$ cat config.mk
export PLATFORM = sky130hd
export DESIGN_NAME = bsg_wormhole_inject_arbiter
export DESIGN_NICKNAME = d
export VERILOG_FILES = /design/src/rtl/bsg_wh_inject_pkg.sv /design/src/rtl/bsg_wh_inject_rr_arb.sv /design/src/rtl/bsg_wormhole_inject_arbiter.sv
export SDC_FILE = /design/constraint.sdc
export NUM_CORES = 1
export LEC_CHECK = 0
export CAP_MARGIN = 30
export CORE_ASPECT_RATIO = 0.5
export CORE_MARGIN = 4
export CORE_UTILIZATION = 31
export DETAILED_ROUTE_END_ITERATION = 6
export GPL_ROUTABILITY_DRIVEN = 0
export PLACE_DENSITY = 0.9
export SLEW_MARGIN = 20
export SYNTH_ARGS = -nofsm -noshare
export SYNTH_HDL_FRONTEND = slang
export SYNTH_SLANG_ARGS = --single-unit
$ cat constraint.sdc
create_clock -name clk_i -period 4.2 [get_ports clk_i]
set_input_delay 0.84 -clock clk_i [delete_from_list [all_inputs] [get_ports clk_i]]
set_output_delay 0.84 -clock clk_i [all_outputs]
set_load 0.1 [all_outputs]
$ cat src/rtl/bsg_wh_inject_pkg.sv
// Shared types and helpers for the wormhole injection arbiter.
//   wh_state_e  : arbiter FSM state (IDLE = between packets, BUSY = packet in flight)
//   wh_hdr_len  : pulls the body-flit count out of a header flit
package bsg_wh_inject_pkg;

    typedef enum logic {
        IDLE = 1'b0,
        BUSY = 1'b1
    } wh_state_e;

    // Widest flit the helper accepts; callers zero-extend into this.
    localparam int max_flit_width_lp = 512;

    // Header layout: [cord_width-1:0] destination, then len_width bits of length.
    function automatic logic [31:0] wh_hdr_len(input logic [max_flit_width_lp-1:0] flit,
                                               input int cord_width,
                                               input int len_width);
        logic [max_flit_width_lp-1:0] sh;
        logic [31:0] mask;
        sh   = flit >> cord_width;
        mask = (32'd1 << len_width) - 32'd1;
        return sh[31:0] & mask;
    endfunction

endpackage

$ cat src/rtl/bsg_wh_inject_rr_arb.sv
// Combinational rotating-priority encoder.
//   req_i   : request vector
//   last_i  : index of the most recent winner; search starts at last_i+1 and wraps
//   grant_o : one-hot winner, zero when no request
module bsg_wh_inject_rr_arb #(
    parameter int num_req_p = 4,
    parameter int lg_req_p  = $clog2(num_req_p)
) (
    input  logic [num_req_p-1:0] req_i,
    input  logic [lg_req_p-1:0]  last_i,
    output logic [num_req_p-1:0] grant_o
);

    logic                found;
    logic [lg_req_p-1:0] idx;

    always_comb begin
        grant_o = '0;
        found   = 1'b0;
        idx     = '0;
        for (int off = 1; off <= num_req_p; off++) begin
            idx = lg_req_p'((int'(last_i) + off) % num_req_p);
            if (!found && req_i[idx]) begin
                grant_o[idx] = 1'b1;
                found        = 1'b1;
            end
        end
    end

endmodule

$ cat src/rtl/bsg_wormhole_inject_arbiter.sv
// Shares a router's local injection port between num_req_p requesters.
// Round-robin grants change only at packet boundaries so wormhole packets
// never interleave. Datapath is zero latency (pure mux).
//
// Ports:
//   clk_i, reset_n_i    : clock, asynchronous active-low reset
//   req_data_i/req_v_i  : per-requester flit and valid
//   req_ready_and_o     : per-requester ready; only the owner sees ready_and_i
//   data_o/v_o          : flit toward the router P port
//   ready_and_i         : router P-port ready
//   grant_o             : one-hot current owner (zero when idle and nobody valid)
//   busy_o              : a multi-flit packet is in flight
//   starve_o            : saturated starve flags (only with the macro below)
//
// Optional: define BSG_WH_INJECT_STARVE_GUARD_EN to add per-requester 8-bit
// starve counters; a saturated requester overrides round-robin at the next
// IDLE arbitration (lowest index wins ties).
module bsg_wormhole_inject_arbiter
    import bsg_wh_inject_pkg::*;
#(
    parameter int num_req_p    = 4,
    parameter int flit_width_p = 32,
    parameter int cord_width_p = 8,
    parameter int len_width_p  = 4
) (
    input  logic                                  clk_i,
    input  logic                                  reset_n_i,
    input  logic [num_req_p-1:0][flit_width_p-1:0] req_data_i,
    input  logic [num_req_p-1:0]                  req_v_i,
    output logic [num_req_p-1:0]                  req_ready_and_o,
    output logic [flit_width_p-1:0]               data_o,
    output logic                                  v_o,
    input  logic                                  ready_and_i,
    output logic [num_req_p-1:0]                  grant_o,
    output logic                                  busy_o
`ifdef BSG_WH_INJECT_STARVE_GUARD_EN
   ,output logic [num_req_p-1:0]                  starve_o
`endif
);

    localparam int lg_req_lp = $clog2(num_req_p);

    wh_state_e              state_r;
    logic [len_width_p-1:0] cnt_r;
    logic [len_width_p-1:0] hdr_len;
    logic [lg_req_lp-1:0]   last_r, owner_r, idle_owner, owner;
    logic [num_req_p-1:0]   rr_grant, idle_grant, grant;
    logic                   hs;

    bsg_wh_inject_rr_arb #(
        .num_req_p(num_req_p),
        .lg_req_p (lg_req_lp)
    ) rr_arb (
        .req_i  (req_v_i),
        .last_i (last_r),
        .grant_o(rr_grant)
    );

`ifdef BSG_WH_INJECT_STARVE_GUARD_EN
    logic [num_req_p-1:0][7:0] starve_cnt_r;
    logic [num_req_p-1:0]      starve_sat, starve_req, starve_grant;

    always_comb begin
        for (int i = 0; i < num_req_p; i++) starve_sat[i] = &starve_cnt_r[i];
    end

    assign starve_req = starve_sat & req_v_i;

    // Walk from the top down so the lowest saturated index is left standing.
    always_comb begin
        starve_grant = '0;
        for (int i = num_req_p-1; i >= 0; i--) begin
            if (starve_req[i]) starve_grant = num_req_p'(1) << i;
        end
    end

    assign idle_grant = (|starve_req) ? starve_grant : rr_grant;
    assign starve_o   = starve_sat;

    // Counters only move while arbitrating; a packet in flight freezes them.
    always_ff @(posedge clk_i or negedge reset_n_i) begin
        if (!reset_n_i) begin
            starve_cnt_r <= '0;
        end else if (state_r == IDLE) begin
            for (int i = 0; i < num_req_p; i++) begin
                if (idle_grant[i])
                    starve_cnt_r[i] <= '0;
                else if (req_v_i[i] && !starve_sat[i])
                    starve_cnt_r[i] <= starve_cnt_r[i] + 8'd1;
            end
        end
    end
`else
    assign idle_grant = rr_grant;
`endif

    always_comb begin
        idle_owner = '0;
        for (int i = 0; i < num_req_p; i++) begin
            if (idle_grant[i]) idle_owner = lg_req_lp'(i);
        end
    end

    assign owner = (state_r == BUSY) ? owner_r : idle_owner;
    assign grant = (state_r == BUSY) ? (num_req_p'(1) << owner_r) : idle_grant;

    // When idle with no valid requester, owner is 0 and req_v_i[0] is 0,
    // so v_o falls out low without a separate qualifier.
    assign v_o             = reset_n_i & req_v_i[owner];
    assign data_o          = reset_n_i ? req_data_i[owner] : '0;
    assign grant_o         = reset_n_i ? grant : '0;
    assign req_ready_and_o = (reset_n_i & ready_and_i) ? grant : '0;
    assign busy_o          = reset_n_i & (state_r == BUSY);

    assign hs      = v_o & ready_and_i;
    assign hdr_len = len_width_p'(wh_hdr_len(max_flit_width_lp'(req_data_i[owner]),
                                             cord_width_p, len_width_p));

    always_ff @(posedge clk_i or negedge reset_n_i) begin
        if (!reset_n_i) begin
            state_r <= IDLE;
            cnt_r   <= '0;
            last_r  <= lg_req_lp'(num_req_p-1);
            owner_r <= '0;
        end else begin
            case (state_r)
                IDLE: if (hs) begin
                    if (hdr_len == '0) begin
                        last_r <= idle_owner;
                    end else begin
                        state_r <= BUSY;
                        cnt_r   <= hdr_len;
                        owner_r <= idle_owner;
                    end
                end
                BUSY: if (hs) begin
                    cnt_r <= cnt_r - len_width_p'(1);
                    // cnt_r==1 marks the tail; cnt_r never reaches 0 in BUSY.
                    if (cnt_r == len_width_p'(1)) begin
                        state_r <= IDLE;
                        last_r  <= owner_r;
                    end
                end
                default: state_r <= IDLE;
            endcase
        end
    end

endmodule

* Word level (Yosys, flattened, before mapping) *
Cells that the tools add are included.

storage, ports and cells
  bits in registers = 9
  input bits = 135
  output and inout port bits = 42
  word-level logic and storage cells = 97

operators by class
  add/subtract/negate cells = 5
  $lt $le $gt $ge = 9
  equality and inequality tests = 6
  shift operators = 1
  mux-type cells = 49
  bitwise gates (word level) = 9
  reductions and logical operators = 14

operators by type and width
  kind                 count
  $bmux 32 s2          1
  $mux 32              2
  $mux 4               10
  $mux 1               17
  $lt 2x3->1 const B   5
  $mux 2               7
  $or 4x4->4           3
  $bmux 1 s2           5
  $demux 1 s2          4
  $ge 2x1->1 const B   4
  $pmux 4 s2           1
  $logic_and 1x1->1    7
  $ne 2x2->1 const B   3
  $reduce_and 3->1     2
  $add 2x1->2 const B  2
  $add 2x2->2 const B  2
  $and 1x1->1          4
  $eq 4x1->1 const B   1
  $logic_not 4->1      1
  $ne 2x1->1 const B   2
  $pmux 2 s2           1
  $reduce_and 4->1     1
  $shl 1x2->4 const A  1
  $sub 4x1->4 const B  1
  other kinds (3)      6

* Depth between registers and ports, before layout *
Gate-level depths: netlist of run 1.

  depth in word-level cells = 23
  mapped depth = 16
  mapped depth without buffers = 12

* Hierarchy *
A second synthesis of run 1 with hierarchy kept.

unflattened totals
  cell total of the unflattened synthesis = 250
  area total of the unflattened synthesis = 2,287.2 µm²

modules (own cells, without submodules)
  module                       times used  cells each  area an instance (µm²)  sequential area each (µm²)
  bsg_wormhole_inject_arbiter  1           212         1,929.4                 227.7
  bsg_wh_inject_rr_arb         1           38          357.8                   0.0

* Least setup slack after synthesis of run 1 *
OpenSTA, ideal clock, no wires.

  path kind = register to output
  from = register last_r[0]
  to = output port data_o[12]
  arrival time = 4.037 ns
  data required time = 3.360 ns
  slack = -0.677 ns
  cell stages (with the launch flop) = 16
  path buffers = 5
  cells stage by stage = dfstp_2 -> buf_6 -> inv_1 -> ha_1 -> mux4_2 -> nor4b_2 -> a221o_1 -> or2_1 -> o21a_1 -> buf_6 -> buf_6 -> clkbuf_1 -> clkbuf_1 -> nand2_1 -> nand3_1 -> and3_1

on the way
  word-level cells in the longest chain between the ends = 20
  elaborated cells on any way between the ends = 55
  those cells by class = add/sub: 4; order compare: 8; mux: 30; bitwise: 3; reduce/logical: 10

ends and longest elaborated chain
  item                                                                 line                                text
  start: declaration                                                   bsg_wormhole_inject_arbiter.sv:46   logic [lg_req_lp-1:0] last_r, owner_r, idle_owner, owner;
  start signal: assignment                                             bsg_wormhole_inject_arbiter.sv:123  last_r <= lg_req_lp'(num_req_p-1);
  start signal: assignment                                             bsg_wormhole_inject_arbiter.sv:129  last_r <= idle_owner;
  start signal: assignment                                             bsg_wormhole_inject_arbiter.sv:141  last_r <= owner_r;
  parallel branches: the longest is 12 deep, another holds $lt 2x3->1  --
  $mux 4 *                                                             bsg_wh_inject_rr_arb.sv:23          if (!found && req_i[idx]) begin
  $mux 1                                                               bsg_wormhole_inject_arbiter.sv:100  if (idle_grant[i]) idle_owner = lg_req_lp'(i);
  $mux 2                                                               bsg_wormhole_inject_arbiter.sv:100
  $mux 2 *                                                             bsg_wormhole_inject_arbiter.sv:100
  $mux 2 *                                                             bsg_wormhole_inject_arbiter.sv:104  assign owner = (state_r == BUSY) ? owner_r : idle_owner;
  $bmux 32 s2 *                                                        bsg_wormhole_inject_arbiter.sv:110  assign data_o = reset_n_i ? req_data_i[owner] : '0;
  $mux 32 *                                                            --
  $mux 32 *                                                            bsg_wormhole_inject_arbiter.sv:110
  end: declaration                                                     bsg_wormhole_inject_arbiter.sv:31   output logic [flit_width_p-1:0] data_o,

Every way passes the cells marked *. The select of a mux whose other input is x is not followed.

* Worst setup path in the final report of run 1 *
  from = register last_r[0]
  to = output port data_o[10]

The elaborated chain is that of the path after synthesis.

==> key figures, run 1 <==
CTS
  – Number of H-tree branching levels: 1
  – TritonCTS Buffers: 3
  – Clock Root Buffer: sky130_fd_sc_hd__clkbuf_16
  – Clock tree from TritonCTS: built
  – Number of clock sinks seen by CTS: 9
  – Clock latency on the worst-skew pair: 0.24 ns
  – Number of buffers on the longest clock path: 2
  – Clock transition at path regs: approximately 0.040 ns

Timing
  – RSZ-0062 raised after global routing: true
  – Max-slew violation count: 0
  – Count of endpoints failing setup in the final report: 39
  – Achievable Freq: 221 MHz
  – Endpoints failing hold: 0
  – Worst slack on hold paths: 0.572 ns
  – Actual slew at the worst max-slew pin: about 0.80 ns
  – Final worst path period need: roughly 4.5 ns
  – Final setup slack of the worst path: -0.330 ns
  – Headroom to the max-slew limit: 0.469
  – Post-route fraction of the period consumed by the critical path: 1.08
  – Setup Skew: 0.000633 ns

Setup path
  – Startpoint type of the worst setup path: register
  – Data arrival at the endpoint of the critical path: 3.69 ns
  – Required time of the critical path: 3.36 ns
  – Worst-path maximum fanout: 7
  – Endpoint kind of the worst setup timing path: primary output
  – Family with the most delay on the worst path: multiplexers
  – Bufs and invs on worst path: 4
  – Slowest cell on the critical path: sky130_fd_sc_hd__mux4_2
  – Crit. path cell count: 12
  – Max incr delay on CP: between 0.5 and 0.6 ns
  – Worst r2r path cells: 16
  – Critical setup path kind: reg -> out
  – Critical-path cell list: buf_6 -> mux4_2 -> buf_6 -> nor4b_4 -> a221o_1 -> or2_1 -> o21a_4 -> buf_12 -> mux2i_2 -> mux2i_1 -> and2_2 -> buf_12

Pwr
  – Relative contribution of the clock network to total power: 0.039
  – Internal Pwr Total: 1.96 mW
  – Fraction of power consumed by combinational cells: 0.928
  – Total power divided by cell area: 839 mW/mm^2
  – Worst-case vdd ir drop: 628 uV
  – Switching share of power: 0.564
  – Net switching power figure: 2.54 mW
  – Portion of total power attributed to sequential cells: 0.033
  – Leak pwr: 2.31 nW

Route
  – Wire length reported by the detailed router: 14.0 mm
  – DRC: 0
  – Drt first-iter violations: 364
  – Routed wire length per instance: 21.3 um
  – Total via count in the routed design: roughly 3.8k
  – Post-route antenna net violation count: 0
  – Post-DR vias/cell: a little under 6
  – Number of search-and-repair iterations in the first detailed-routing pass: 5

Place
  – Dpl hpwl: 8.31 mm
  – Number of buffers inserted by port buffering: 176
  – Post-Place Worst Slack: -0.548 ns
  – Area of placed instances: 0.00482 mm^2

Global route
  – Vias in the first global route: 3,603
  – Maximum number of pins on one net before global-route repair: 51
  – Antenna violations before repair: 0
  – Global-route wire length before repair: 18.2 mm
  – GRT Total Usage: 0.264
  – Global route overflow: 0

Synth
  – Number of synthesis warnings: 0
  – Post-Synthesis Mean Instance Area: 6.18 um^2
  – Synthesized net count: slightly above 500
  – Most used DFF post-synth: sky130_fd_sc_hd__dfrtp_1
  – Post-synthesis sequential area ratio: 0.102
  – Synth Cell Area: 0.00222 mm^2
  – Gate Count Post-Synth: 360
  – Post-synth cell types: between 40 and 50
  – Share of synthesized flip-flops with an asynchronous set or reset: 1.00
  – Number of enable flip-flop cells after synthesis: 0
  – Flop and latch count out of synthesis: 9

Status
  – Outcome: complete, but fails checks
  – Violations in the final reports: setup timing

Floorplan
  – Floorplan die width: roughly 130 um
  – Total core area: roughly 0.0068 mm^2
  – Num rows: 21
  – Die H: 67.9 um
  – Starting Density: 0.325
  – Area enclosed by the die boundary: 0.00867 mm^2
  – IO Count: 177

Final layout
  – Number of inserted diodes: 0
  – P&R area growth vs syn: 142%
  – Fin area: 0.00537 mm^2
  – Net count reported at finish: 711
  – Ratio of cells with drive above 1 in the final layout: 0.318

Worst hold path
  – Hold Path Class: reg -> reg
  – Hold Path Stages: 1

Job
  – Max-cap violation count: 0
## registers in the layout (all words and copies together), names as in the netlist
name,cells
owner_r,2
cnt_r,4
state_r,1
last_r,2
## routing by layer
| metal | wire, um | GRT usage | vias up |
|---|---|---|---|
| li1 | - | - | 1672 |
| met1 | 5120 | 0.290 | 1785 |
| met5 | 0 | 0 | - |
| met4 | 907 | 0.131 | 0 |
| met2 | 7020 | 0.505 | 255 |
| met3 | 951 | 0.0436 | 96 |
## placed cells by master (no fill, tap or decap), types with 3 or more instances in the layout
cell type / n
sky130_fd_sc_hd__buf_6: 12
sky130_fd_sc_hd__ha_1: 8
sky130_fd_sc_hd__nand4_1: 3
sky130_fd_sc_hd__nand3_2: 6
sky130_fd_sc_hd__buf_4: 37
sky130_fd_sc_hd__nand3_1: 54
sky130_fd_sc_hd__inv_1: 5
sky130_fd_sc_hd__and2_2: 3
sky130_fd_sc_hd__and3_1: 3
sky130_fd_sc_hd__buf_12: 47
sky130_fd_sc_hd__clkdlybuf4s50_1: 129
sky130_fd_sc_hd__and2_4: 4
sky130_fd_sc_hd__nor2_1: 7
sky130_fd_sc_hd__and3_4: 28
sky130_fd_sc_hd__and2_1: 5
sky130_fd_sc_hd__clkbuf_16: 4
sky130_fd_sc_hd__mux2i_1: 9
sky130_fd_sc_hd__mux4_2: 5
sky130_fd_sc_hd__o21ai_0: 4
sky130_fd_sc_hd__dfrtp_1: 7
sky130_fd_sc_hd__nand2_1: 118
sky130_fd_sc_hd__mux2i_2: 3
sky130_fd_sc_hd__nand2_2: 4
## cells by family after synthesis
kind of cell	share of synthesized area
flip-flops	0.102
multiplexers	0.124
AND/OR/NAND/NOR	0.542
buffers and inverters	0.0720
adder cells (fa/ha/maj)	0.0506
AO/OA/AOI/OAI	0.109
## through the flow
| step | instances | power, mW | util | setup TNS (ns) |
|---|---|---|---|---|
| floorplan | 360 | 2.52 | - | 0 |
| global placement | 630 | 3.73 | 0.706 | -12.18 |
| detailed placement | 630 | 3.81 | 0.706 | -18.11 |
| CTS | 651 | 4.28 | 0.760 | -0.681 |
| global route | 658 | 4.67 | 0.786 | -11.08 |
| finish | 658 | 4.51 | 0.786 | -7.39 |
## power by group through the flow
stage	logic, mW	clock network [mW]	registers, mW
2_1_floorplan	2.38	0	0.142
3_3_place_gp	3.59	0	0.143
3_5_place_dp	3.66	0	0.146
4_1_cts	3.96	0.174	0.145
5_1_grt	4.34	0.181	0.152
6_report	4.18	0.176	0.150
## path summary, 6_finish.rpt
check | start | to | slack, ns
worst max register to register | last_r[0] | owner_r[0] | -0.06
worst min-delay path | owner_r[0] | owner_r[0] | 0.57
max in group asynchronous | reset_n_i | owner_r[1] | 3.01
worst max-delay path | last_r[0] | data_o[10] | -0.33
worst min register to register | owner_r[0] | owner_r[0] | 0.57
min in group asynchronous | reset_n_i | cnt_r[0] | 0.68
## synthesized netlist by cell type, types with 2 or more instances
library cell	number	area, um^2
sky130_fd_sc_hd__nand2b_1	2	12.5
sky130_fd_sc_hd__and2_1	12	75.1
sky130_fd_sc_hd__clkbuf_1	23	86.3
sky130_fd_sc_hd__nand4_1	3	18.8
sky130_fd_sc_hd__a22oi_1	3	22.5
sky130_fd_sc_hd__o311ai_0	3	26.3
sky130_fd_sc_hd__buf_6	3	33.8
sky130_fd_sc_hd__nor3_1	2	10.0
sky130_fd_sc_hd__ha_1	9	113
sky130_fd_sc_hd__a21oi_1	2	10.0
sky130_fd_sc_hd__dfstp_2	2	52.6
sky130_fd_sc_hd__mux2i_1	13	130
sky130_fd_sc_hd__o21a_1	4	30.0
sky130_fd_sc_hd__o21ai_1	2	10.0
sky130_fd_sc_hd__nand2_1	124	465
sky130_fd_sc_hd__and3_1	31	194
sky130_fd_sc_hd__inv_1	6	22.5
sky130_fd_sc_hd__nor2b_1	2	12.5
sky130_fd_sc_hd__mux4_2	5	113
sky130_fd_sc_hd__dfrtp_1	7	175
sky130_fd_sc_hd__nor2_1	7	26.3
sky130_fd_sc_hd__mux2_1	2	22.5
sky130_fd_sc_hd__nand3_1	60	300
sky130_fd_sc_hd__o311a_1	2	20.0
sky130_fd_sc_hd__nor3b_1	2	15.0
sky130_fd_sc_hd__a221o_1	2	20.0
sky130_fd_sc_hd__buf_2	2	10.0
sky130_fd_sc_hd__o21ai_0	5	25.0
sky130_fd_sc_hd__o22ai_1	2	12.5
## layout make-up
class	instances	area, um^2
Clock buffer	4	78.8
Multi-Input combinational cell	315	2160
Timing Repair Buffer	231	2760
Inverter	7	26.3
Fill cell	416	1460
Tap cell	92	115
Sequential cell	9	228
## repair_timing
item                       4_1_cts  5_1_grt
resized for setup               43       32
setup endpoints to repair       40       39
hold buffers                     0        0
buffers inserted                14        7
cloned                           3        1
pin swaps                        8       15
Power figures use the tool's default switching activity.
==> run 2, diff against run 1 <==
--- a/config.mk
+++ b/config.mk
@@ -12,7 +12,6 @@
 export DETAILED_ROUTE_END_ITERATION = 6
 export GPL_ROUTABILITY_DRIVEN = 0
 export PLACE_DENSITY = 0.9
-export SLEW_MARGIN = 20
 export SYNTH_ARGS = -nofsm -noshare
 export SYNTH_HDL_FRONTEND = slang
 export SYNTH_SLANG_ARGS = --single-unit
==> results of run 2 <==
Same layout as run 1: the final DEF is identical, and so are final timing and power.
